[src/rtl/ibuf_rc.sv]
// ibuf_rc: per-VC input buffer with XY route computation.
// Stores flits in a FIFO, shows the head flit on bdata and holds the
// computed output port stable for the duration of a packet.
// Optional feature macro: IBUF_OVF_EN (sticky overflow flag on ovf).

`ifndef DATAW
`define DATAW 31
`endif
`ifndef TYPE_MSB
`define TYPE_MSB 31
`endif
`ifndef TYPE_LSB
`define TYPE_LSB 30
`endif
`ifndef DST_MSB
`define DST_MSB 7
`endif
`ifndef DST_LSB
`define DST_LSB 4
`endif
`ifndef PORTW
`define PORTW 2
`endif
`ifndef VCHW
`define VCHW 1
`endif
// Flit type codes; body shares 00 with "none" so only head-type codes
// ever trigger routing on an empty buffer.
`ifndef TYPE_BODY
`define TYPE_BODY 2'b00
`endif
`ifndef TYPE_HEAD
`define TYPE_HEAD 2'b01
`endif
`ifndef TYPE_TAIL
`define TYPE_TAIL 2'b10
`endif
`ifndef TYPE_HEADTAIL
`define TYPE_HEADTAIL 2'b11
`endif

module ibuf_rc #(
    parameter int ROUTERID = 0,
    parameter int PCHID    = 0,
    parameter int VCHID    = 0,
    parameter int DEPTH    = 4,
    parameter int ARRAY_X  = 4
) (
    input  logic              clk,
    input  logic              rst,
    input  logic [`DATAW:0]   idata,
    input  logic              ivalid,
    output logic              ordy,
    output logic [`DATAW:0]   bdata,
    input  logic              send,
    input  logic              grt,
    input  logic              irdy,
    output logic [`PORTW:0]   port,
    output logic [`VCHW:0]    ovch,
    output logic              ovf
);

    localparam int PW     = $clog2(DEPTH) + 1;
    localparam int AW     = PW - 1;
    localparam int PORT_W = `PORTW + 1;
    localparam int VCH_W  = `VCHW + 1;
    localparam int DST_W  = `DST_MSB - `DST_LSB + 1;
    localparam int MY_X   = ROUTERID % ARRAY_X;
    localparam int MY_Y   = ROUTERID / ARRAY_X;

    localparam logic [PORT_W-1:0] P_XPOS  = PORT_W'(0);
    localparam logic [PORT_W-1:0] P_XNEG  = PORT_W'(1);
    localparam logic [PORT_W-1:0] P_YPOS  = PORT_W'(2);
    localparam logic [PORT_W-1:0] P_YNEG  = PORT_W'(3);
    localparam logic [PORT_W-1:0] P_LOCAL = PORT_W'(4);

    typedef enum logic {IDLE, ROUTED} state_t;

    logic [`DATAW:0]   mem [DEPTH];
    logic [PW-1:0]     wp, rp, cnt;
    logic              push, pop;
    logic [1:0]        head_type;
    logic              head_is_hdr;
    logic [PORT_W-1:0] xy_port, route_reg, route_nxt;
    state_t            state, state_nxt;

    // X-first dimension-order routing from a destination router id
    function automatic logic [PORT_W-1:0] xy_route(input logic [DST_W-1:0] dst);
        int dx, dy;
        dx = int'(dst) % ARRAY_X;
        dy = int'(dst) / ARRAY_X;
        if (dx > MY_X)      return P_XPOS;
        else if (dx < MY_X) return P_XNEG;
        else if (dy > MY_Y) return P_YPOS;
        else if (dy < MY_Y) return P_YNEG;
        else                return P_LOCAL;
    endfunction

    // Pointer increment wrapping modulo DEPTH
    function automatic logic [PW-1:0] ptr_inc(input logic [PW-1:0] p);
        return (p == PW'(DEPTH - 1)) ? '0 : p + PW'(1);
    endfunction

    assign ordy        = (cnt < PW'(DEPTH));
    assign push        = ivalid & ordy;
    assign pop         = send & grt & irdy & (cnt != '0);
    assign bdata       = (cnt != '0) ? mem[rp[AW-1:0]] : '0;
    assign head_type   = bdata[`TYPE_MSB:`TYPE_LSB];
    assign head_is_hdr = (head_type == `TYPE_HEAD) || (head_type == `TYPE_HEADTAIL);
    assign xy_port     = xy_route(bdata[`DST_MSB:`DST_LSB]);
    assign ovch        = VCH_W'(VCHID);

    // Flit storage: data only, never reset; bdata masks stale entries
    always_ff @(posedge clk) begin
        if (push) mem[wp[AW-1:0]] <= idata;
    end

    // FIFO pointers and occupancy
    always_ff @(posedge clk or posedge rst) begin
        if (rst) begin
            wp  <= '0;
            rp  <= '0;
            cnt <= '0;
        end else begin
            if (push) wp <= ptr_inc(wp);
            if (pop)  rp <= ptr_inc(rp);
            case ({push, pop})
                2'b10:   cnt <= cnt + PW'(1);
                2'b01:   cnt <= cnt - PW'(1);
                default: cnt <= cnt;
            endcase
        end
    end

    // Route state and route register
    always_ff @(posedge clk or posedge rst) begin
        if (rst) begin
            state     <= IDLE;
            route_reg <= P_LOCAL;
        end else begin
            state     <= state_nxt;
            route_reg <= route_nxt;
        end
    end

    // Next route state and port selection; route_reg doubles as the
    // "last value" holder when no header is at the head in IDLE
    always_comb begin
        state_nxt = state;
        route_nxt = route_reg;
        port      = route_reg;
        case (state)
            IDLE: begin
                if (head_is_hdr) begin
                    port      = xy_port;
                    route_nxt = xy_port;
                    if (pop && head_type == `TYPE_HEAD) state_nxt = ROUTED;
                end
            end
            ROUTED: begin
                if (pop && head_type == `TYPE_TAIL) state_nxt = IDLE;
            end
            default: state_nxt = IDLE;
        endcase
    end

`ifdef IBUF_OVF_EN
    logic ovf_reg;

    // Sticky overflow: any valid flit offered while full
    always_ff @(posedge clk or posedge rst) begin
        if (rst)                 ovf_reg <= 1'b0;
        else if (ivalid && !ordy) ovf_reg <= 1'b1;
    end

    assign ovf = ovf_reg;
`else
    assign ovf = 1'b0;
`endif

endmodule
[config.mk]
export PLATFORM = sky130hd
export DESIGN_NAME = ibuf_rc
export DESIGN_NICKNAME = d
export VERILOG_FILES = /design/src/rtl/ibuf_rc.sv
export SDC_FILE = /design/constraint.sdc
export NUM_CORES = 1
export LEC_CHECK = 0
export CORE_ASPECT_RATIO = 1.75
export CORE_MARGIN = 2
export CORE_UTILIZATION = 33
export DETAILED_ROUTE_END_ITERATION = 10
export PLACE_DENSITY = 0.53
export SYNTH_ARGS = -nofsm -noshare
export SYNTH_HDL_FRONTEND = slang
export SYNTH_SLANG_ARGS = --single-unit
[constraint.sdc]
create_clock -name clk -period 2.4 [get_ports clk]
set_input_delay 0.36 -clock clk [delete_from_list [all_inputs] [get_ports clk]]
set_output_delay 0.36 -clock clk [all_outputs]
set_load 0.01 [all_outputs]
==> results of run 1 <==
## cell usage in the layout (no fill, tap or decap), types with 2 or more instances in the layout
cell type	synthesis	layout
inv_8	0	3
nor2b_1	2	2
nor2_1	3	2
dfrtp_1	12	10
inv_1	13	13
buf_6	2	25
and2_2	0	3
clkdlybuf4s15_2	0	2
conb_1	1	3
buf_2	4	14
edfxtp_1	128	128
dfrtp_2	0	2
clkinvlp_4	0	2
clkdlybuf4s50_1	0	38
xnor2_1	2	2
and2_1	36	15
o21ai_0	2	2
mux2_2	2	2
inv_6	0	4
mux4_2	26	31
buf_8	0	3
ha_1	6	6
a21oi_1	2	2
clkbuf_2	0	2
and2_4	0	18
clkbuf_16	0	17
buf_12	1	8
dlygate4sd2_1	0	6
clkinv_4	0	4
buf_4	3	21
## per-layer routing
metal	vias to the layer above	track usage, %
met5	-	0
met2	79	24.5
met4	0	5.11
met1	1512	15.1
met3	11	2.93
li1	1325	-
## synth_stat cells (2+ instances only)
cell      instances  area share (%)
edfxtp_1        128              69
and2_1           36             4.0
mux4_2           26              10
inv_1            13            0.87
dfrtp_1          12             5.4
ha_1              6             1.3
mux4_1            6             2.8
buf_2             4            0.36
clkbuf_1          4            0.27
buf_4             3            0.40
nor2_1            3            0.20
a21oi_1           2            0.18
buf_6             2            0.40
mux2_2            2            0.40
nand3_1           2            0.18
nor2b_1           2            0.22
o21ai_0           2            0.18
xnor2_1           2            0.31
## where the power goes
| group | total [mW] | switching, mW | internal (mW) |
|---|---|---|---|
| Combinational | 3.76 | 1.60 | 2.16 |
| Sequential | 3.23 | 0.143 | 3.09 |
| Clock | 2.52 | 1.06 | 1.46 |
| Total | 9.51 | 2.81 | 6.71 |
## worst paths after layout
check	cells past startpoint	start	to	slack, ps
min	2	rst	route_reg[0]	300
min in group clk	1	route_reg[0]	route_reg[0]	500
min reg2reg	1	route_reg[0]	route_reg[0]	500
max in group asynchronous	2	rst	rp[1]	1690
max	5	rp[0]	port[2]	-150
max reg2reg	8	rp[0]	state	410
## stage by stage
stage | worst slack, ps | utilization [%] | setup TNS [ps]
2_1_floorplan | 416 | - | 0
3_3_place_gp | -69.6 | 40.4 | -107
6_report | -153 | 45.4 | -452
5_1_grt | -235 | 45.4 | -1500
4_1_cts | -164 | 45.5 | -1190
3_5_place_dp | -108 | 40.4 | -237
## repair_timing
action / 4_1_cts / 5_1_grt
cloned: 1 / 0
resized for setup: 168 / 16
pin swaps: 11 / 4
buffers inserted: 22 / 2
endpoints found under the setup margin: 35 / 29
## cells by family after synthesis
group,count (synthesis),synth area share (%)
buf+inv,27,2.66
flops,141,74.4
other cells,1,0.0669
compound gates,13,1.79
xor+xnor,3,0.469
fa+ha+maj,7,1.70
mux,35,13.8
simple gates,47,5.03
## area by class of cell
class / instances / area (sq um) / share of cell area (%)
clock buffers: 17 / 425 / 5.58
clock inverters: 15 / 153 / 2.00
flip-flops and latches: 141 / 4170 / 54.8
inverters: 13 / 48.8 / 0.640
multi-input cells: 108 / 1360 / 17.8
well taps: 227 / 284 / 3.73
repair buffers: 119 / 1180 / 15.5
==> impl_metrics.ini, run 1 <==
[power_and_ir_drop]
vdd_drop_max_mv = 0.429
powerDensity_nw_per_um2 = 1250
leakage_nw = 2.74
p_total_mw = 9.51

[cts]
clkSlewWorstSetupHoldPaths_ps = 60
cts_num_sinks = 141
cts_root_buf = clkbuf_16
cts_tree = yes
cts_hold_buf = 0
htree_levels = 4
clock_latency_ps = 410
clk_path_buf_depth = 2
cts_buffers = 17

[floorplan]
die_w_microns = 102
die_height_microns = 176
core_area_sq_um = 16800
ios = 77
std_cell_rows = 63
start_util_pct = 33.4
die_area_sq_um = 18100

[status]
violations = negative setup slack
outcome = finished, violations left

[sta]
slew_headroom_pct = 62.1
period_share_pct = 106
clock.fmax_mhz = 392
final-max-slew-violation-count = 0
layout_setup_ws_ps = -153
worstMarginPinSlew_ps = 568
setup_viol = 6
rsz0062_at_grt = yes
finalHoldViolCount = 0
fin_crit_ps = 2550
holdWs_ps = 305
clock_skew_ps = 12.4

[drt]
wl_met1_mm = 4.42
firstDrtPassIters = 6
wirelength_mm = 11.5
ant_nets = 0
wl_met2_mm = 6.51
drt_iter0_drc = 104
top_layer = met4
vias_per_cell = 4.57
vias = 2927
drc = 0
wl_met3_microns = 370
wl_per_cell_microns = 17.9

[setup_path]
cp_max_fo = 5
worstPathRequired_ps = 2040
critPathBufInv = 3
cp.arrival_ps = 2190
critPathMostFrequentCell = buf_6
cp_top_family = multiplexers
critPathMaxStageDelay_ps = 540
crit_chain = buf_6, buf_6, mux4_2, o41ai_4, buf_2
crit_path_start_kind = flip-flop
worstSetupPathType = reg -> out
cp_slowest_cell = mux4_2
end_kind = output pin

[cells_and_area]
diodes = 0
n_fill_cell = 1436
layout.nets = 445
largest_reg_flops = 128
finalNonFillerCells = 640
postLayoutCellArea_sq_um = 7620
layout-drive-gt1-share_pct = 40.7
syn2layout_area_growth_pct = 36.0

[grt]
grt_max_degree = 24
grt-ovfl-total = 0
grt_pass1_vias = 3224
grt_pass1_wl_mm = 17.7
grt_usage_pct = 13.5
antenna_found_initial = 0

[synthesis]
syn_inst = 274
synth_edf_count = 128
ys_async_sr_fraction_pct = 9.22
synth_area_sq_um = 5600
synth-seq-cells = 141
ys.warnings.count = 0
yosys.cell_types.count = 37
syn-mean-instance-area_sq_um = 20.4
synth-seq-area-share_pct = 74.4
synth_flop_cell = edfxtp_1

[placement]
dp_hpwl_mm = 7.37
numPortBuffers = 73
place_congestion = 0.774
placed_area_sq_um = 6790
placed_cells = 587

[worst_hold_path]
hold_path.class = in -> async

[job]
maxCapViolCount = 0
Note: power is estimated with default switching activity, not from simulation.
==> run 2, diff against run 1 <==
--- a/config.mk
+++ b/config.mk
@@ -5,11 +5,12 @@
 export SDC_FILE = /design/constraint.sdc
 export NUM_CORES = 1
 export LEC_CHECK = 0
+export ABC_AREA = 1
 export CORE_ASPECT_RATIO = 1.75
 export CORE_MARGIN = 2
-export CORE_UTILIZATION = 33
+export CORE_UTILIZATION = 49
 export DETAILED_ROUTE_END_ITERATION = 10
-export PLACE_DENSITY = 0.53
+export PLACE_DENSITY = 0.76
 export SYNTH_ARGS = -nofsm -noshare
 export SYNTH_HDL_FRONTEND = slang
 export SYNTH_SLANG_ARGS = --single-unit
==> run 2 against run 1 <==
Effect of this change: the flow now finishes without violations; die area fell by 29%; final area decreased by 2.8%; clock power increased by 2%; sequential power hardly changed; via count up 34%; clock-buffer cell count rose by 1; worst hold slack worse by 8.4 ps; critical endpoint is now bdata[10]; highest routed layer unchanged.
==> impl_metrics.ini, run 2 <==
[status]
outcome = finished, final reports clean

[synthesis]
synth_area_sq_um = 5860
synth_common_cells = edfxtp_1, nor2_1, nand2_1, inv_1, o21ai_1
synth_flop_cell = edfxtp_1
synth_edf_count = 128
syn-mean-instance-area_sq_um = 12.1
ys_async_sr_fraction_pct = 9.22
yosys.cell_types.count = 29
synth-seq-cells = 141
ys.warnings.count = 0
synth-seq-area-share_pct = 71.2
netlist.area_leader.share_pct = 65.6
syn_inst = 485
yosysMostFrequentCell = edfxtp_1
netlist_top_cells_area = edfxtp_1, nor2_1, dfrtp_1, nand2_1, o21ai_1
synth_top_cell_by_area = edfxtp_1

[cts]
cts_num_sinks = 141
cts_buffers = 17
cts_tree = yes
clk_path_buf_depth = 2
clock_latency_ps = 410
clkSlewWorstSetupHoldPaths_ps = 60
cts_root_buf = clkbuf_16
htree_levels = 4

[sta]
setup_viol = 0
final-max-slew-violation-count = 0
clock_skew_ps = 7.22
slew_headroom_pct = 64.1
period_share_pct = 97.0
finalHoldViolCount = 0
worstMarginPinSlew_ps = 537
fin_crit_ps = 2330
clock.fmax_mhz = 430

[cells_and_area]
most-common-layout-cells = edfxtp_1, nor2_1, nand2_1, clkdlybuf4s50_1, o21ai_1
layout_commonest_cell = edfxtp_1
syn2layout_area_growth_pct = 26.5
diodes = 0
n_fill_cell = 849
finalNonFillerCells = 728
postLayoutCellArea_sq_um = 7410
largest_reg_flops = 128
ff_latch_area_sq_um = 4170
layout.nets = 625
layout-drive-gt1-share_pct = 13.2
multi_input_area_sq_um = 1340

[power_and_ir_drop]
leakage_nw = 2.88
vdd_drop_max_mv = 0.681
powerDensity_nw_per_um2 = 1270

[grt]
grt_pass1_vias = 4131
antenna_found_initial = 0
grt_max_degree = 27
grt_pass1_wl_mm = 19.9
grt-ovfl-total = 0
grt_usage_pct = 20.9

[floorplan]
std_cell_rows = 52
die_height_microns = 149
start_util_pct = 50.6
ios = 77
die_w_microns = 86.6
core_area_sq_um = 11600
die_area_sq_um = 12900

[placement]
dp_hpwl_mm = 7.86
placed_cells = 688
numPortBuffers = 73
place_congestion = 0.780
placed_area_sq_um = 6740

[drt]
drt_iter0_drc = 306
drc = 0
vias = 3930
ant_nets = 0
vias_per_cell = 5.40
wl_per_cell_microns = 17.5
wirelength_mm = 12.8
firstDrtPassIters = 4

[setup_path]
end_kind = output pin
worstSetupPathType = reg -> out
worstPathRequired_ps = 2040
cp_max_fo = 20
crit_path_start_kind = flip-flop
cp.arrival_ps = 1970

[worst_hold_path]
hold_path.class = in -> async

[job]
maxCapViolCount = 0
==> run 2: where the power goes <==
group          switching (mW)  internal [mW]
clock                    1.03           1.55
sequential              0.147           3.05
combinational            2.10           1.50
==> run 2: repair_timing <==
item	CTS	global route
cloned	2	0
hold endpoints to repair	0	0
hold buffers	0	0
endpoints found under the setup margin	33	7
setup buffers	3	3
pin swaps	1	0
resized for setup	38	15
==> run 2: final timing paths <==
path | slack, ps | from | endpoint | depth (start not counted)
worst max-delay path | 70 | rp[0] | bdata[10] | 6
worst min-delay path | 300 | rst | cnt[0] | 2
worst max register to register | 260 | cnt[0] | cnt[2] | 9
worst min register to register | 470 | route_reg[0] | route_reg[0] | 2
max in group asynchronous | 1720 | rst | rp[0] | 2
min in group clk | 470 | route_reg[0] | route_reg[0] | 2
==> run 2: logic make-up after synthesis <==
group | synth area share, %
xor gates and xnor gates | 0.299
and+or+nand+nor | 12.4
buffers and inverters | 6.54
AOI/OAI and AO/OA | 7.86
DFF | 71.2
adders and majority gates | 1.62
other | 0.0640
==> run 2: routing by layer <==
metal	global-route usage (%)	wire (microns)
met5	0	0
met4	10.3	340
met3	4.33	590
met2	38.9	7340
met1	21.7	4490
==> run 2: stage by stage <==
step / power (mW) / utilization [%] / hold WS [ps] / setup TNS, ps / worst slack, ps
floorplan: 5.39 / - / 236 / -10800 / -84.3
global route: 9.89 / 64.0 / 360 / -19.4 / -17.3
detailed placement: 6.89 / 58.2 / 456 / 0 / 9.37
CTS: 9.40 / 63.8 / 316 / -219 / -102
global placement: 6.75 / 58.2 / 444 / 0 / 81.8
finish: 9.38 / 64.0 / 296 / 0 / 72.8
==> run 2: final cells by class <==
class,count,area share (%)
Timing Repair Buffer,100,13.5
Tap cell,135,2.28
Clock inverter,14,2.18
Clock buffer,18,5.79
Multi-Input combinational cell,285,18.1
Inverter,35,1.84
Sequential cell,141,56.3
==> run 2: critical path: stages (launching register included) <==
cell	delay, ps
dfrtp_2	480
inv_4	110
buf_4	130
bufbuf_16	290
o21ai_1	90
a21oi_1	160
dlygate4sd2_1	290
==> run 3, diff against run 2 <==
--- a/config.mk
+++ b/config.mk
@@ -6,6 +6,7 @@
 export NUM_CORES = 1
 export LEC_CHECK = 0
 export ABC_AREA = 1
+export CAP_MARGIN = 20
 export CORE_ASPECT_RATIO = 1.75
 export CORE_MARGIN = 2
 export CORE_UTILIZATION = 49
==> results of run 3 <==
Final layout, timing and power as in run 2 (identical DEF).
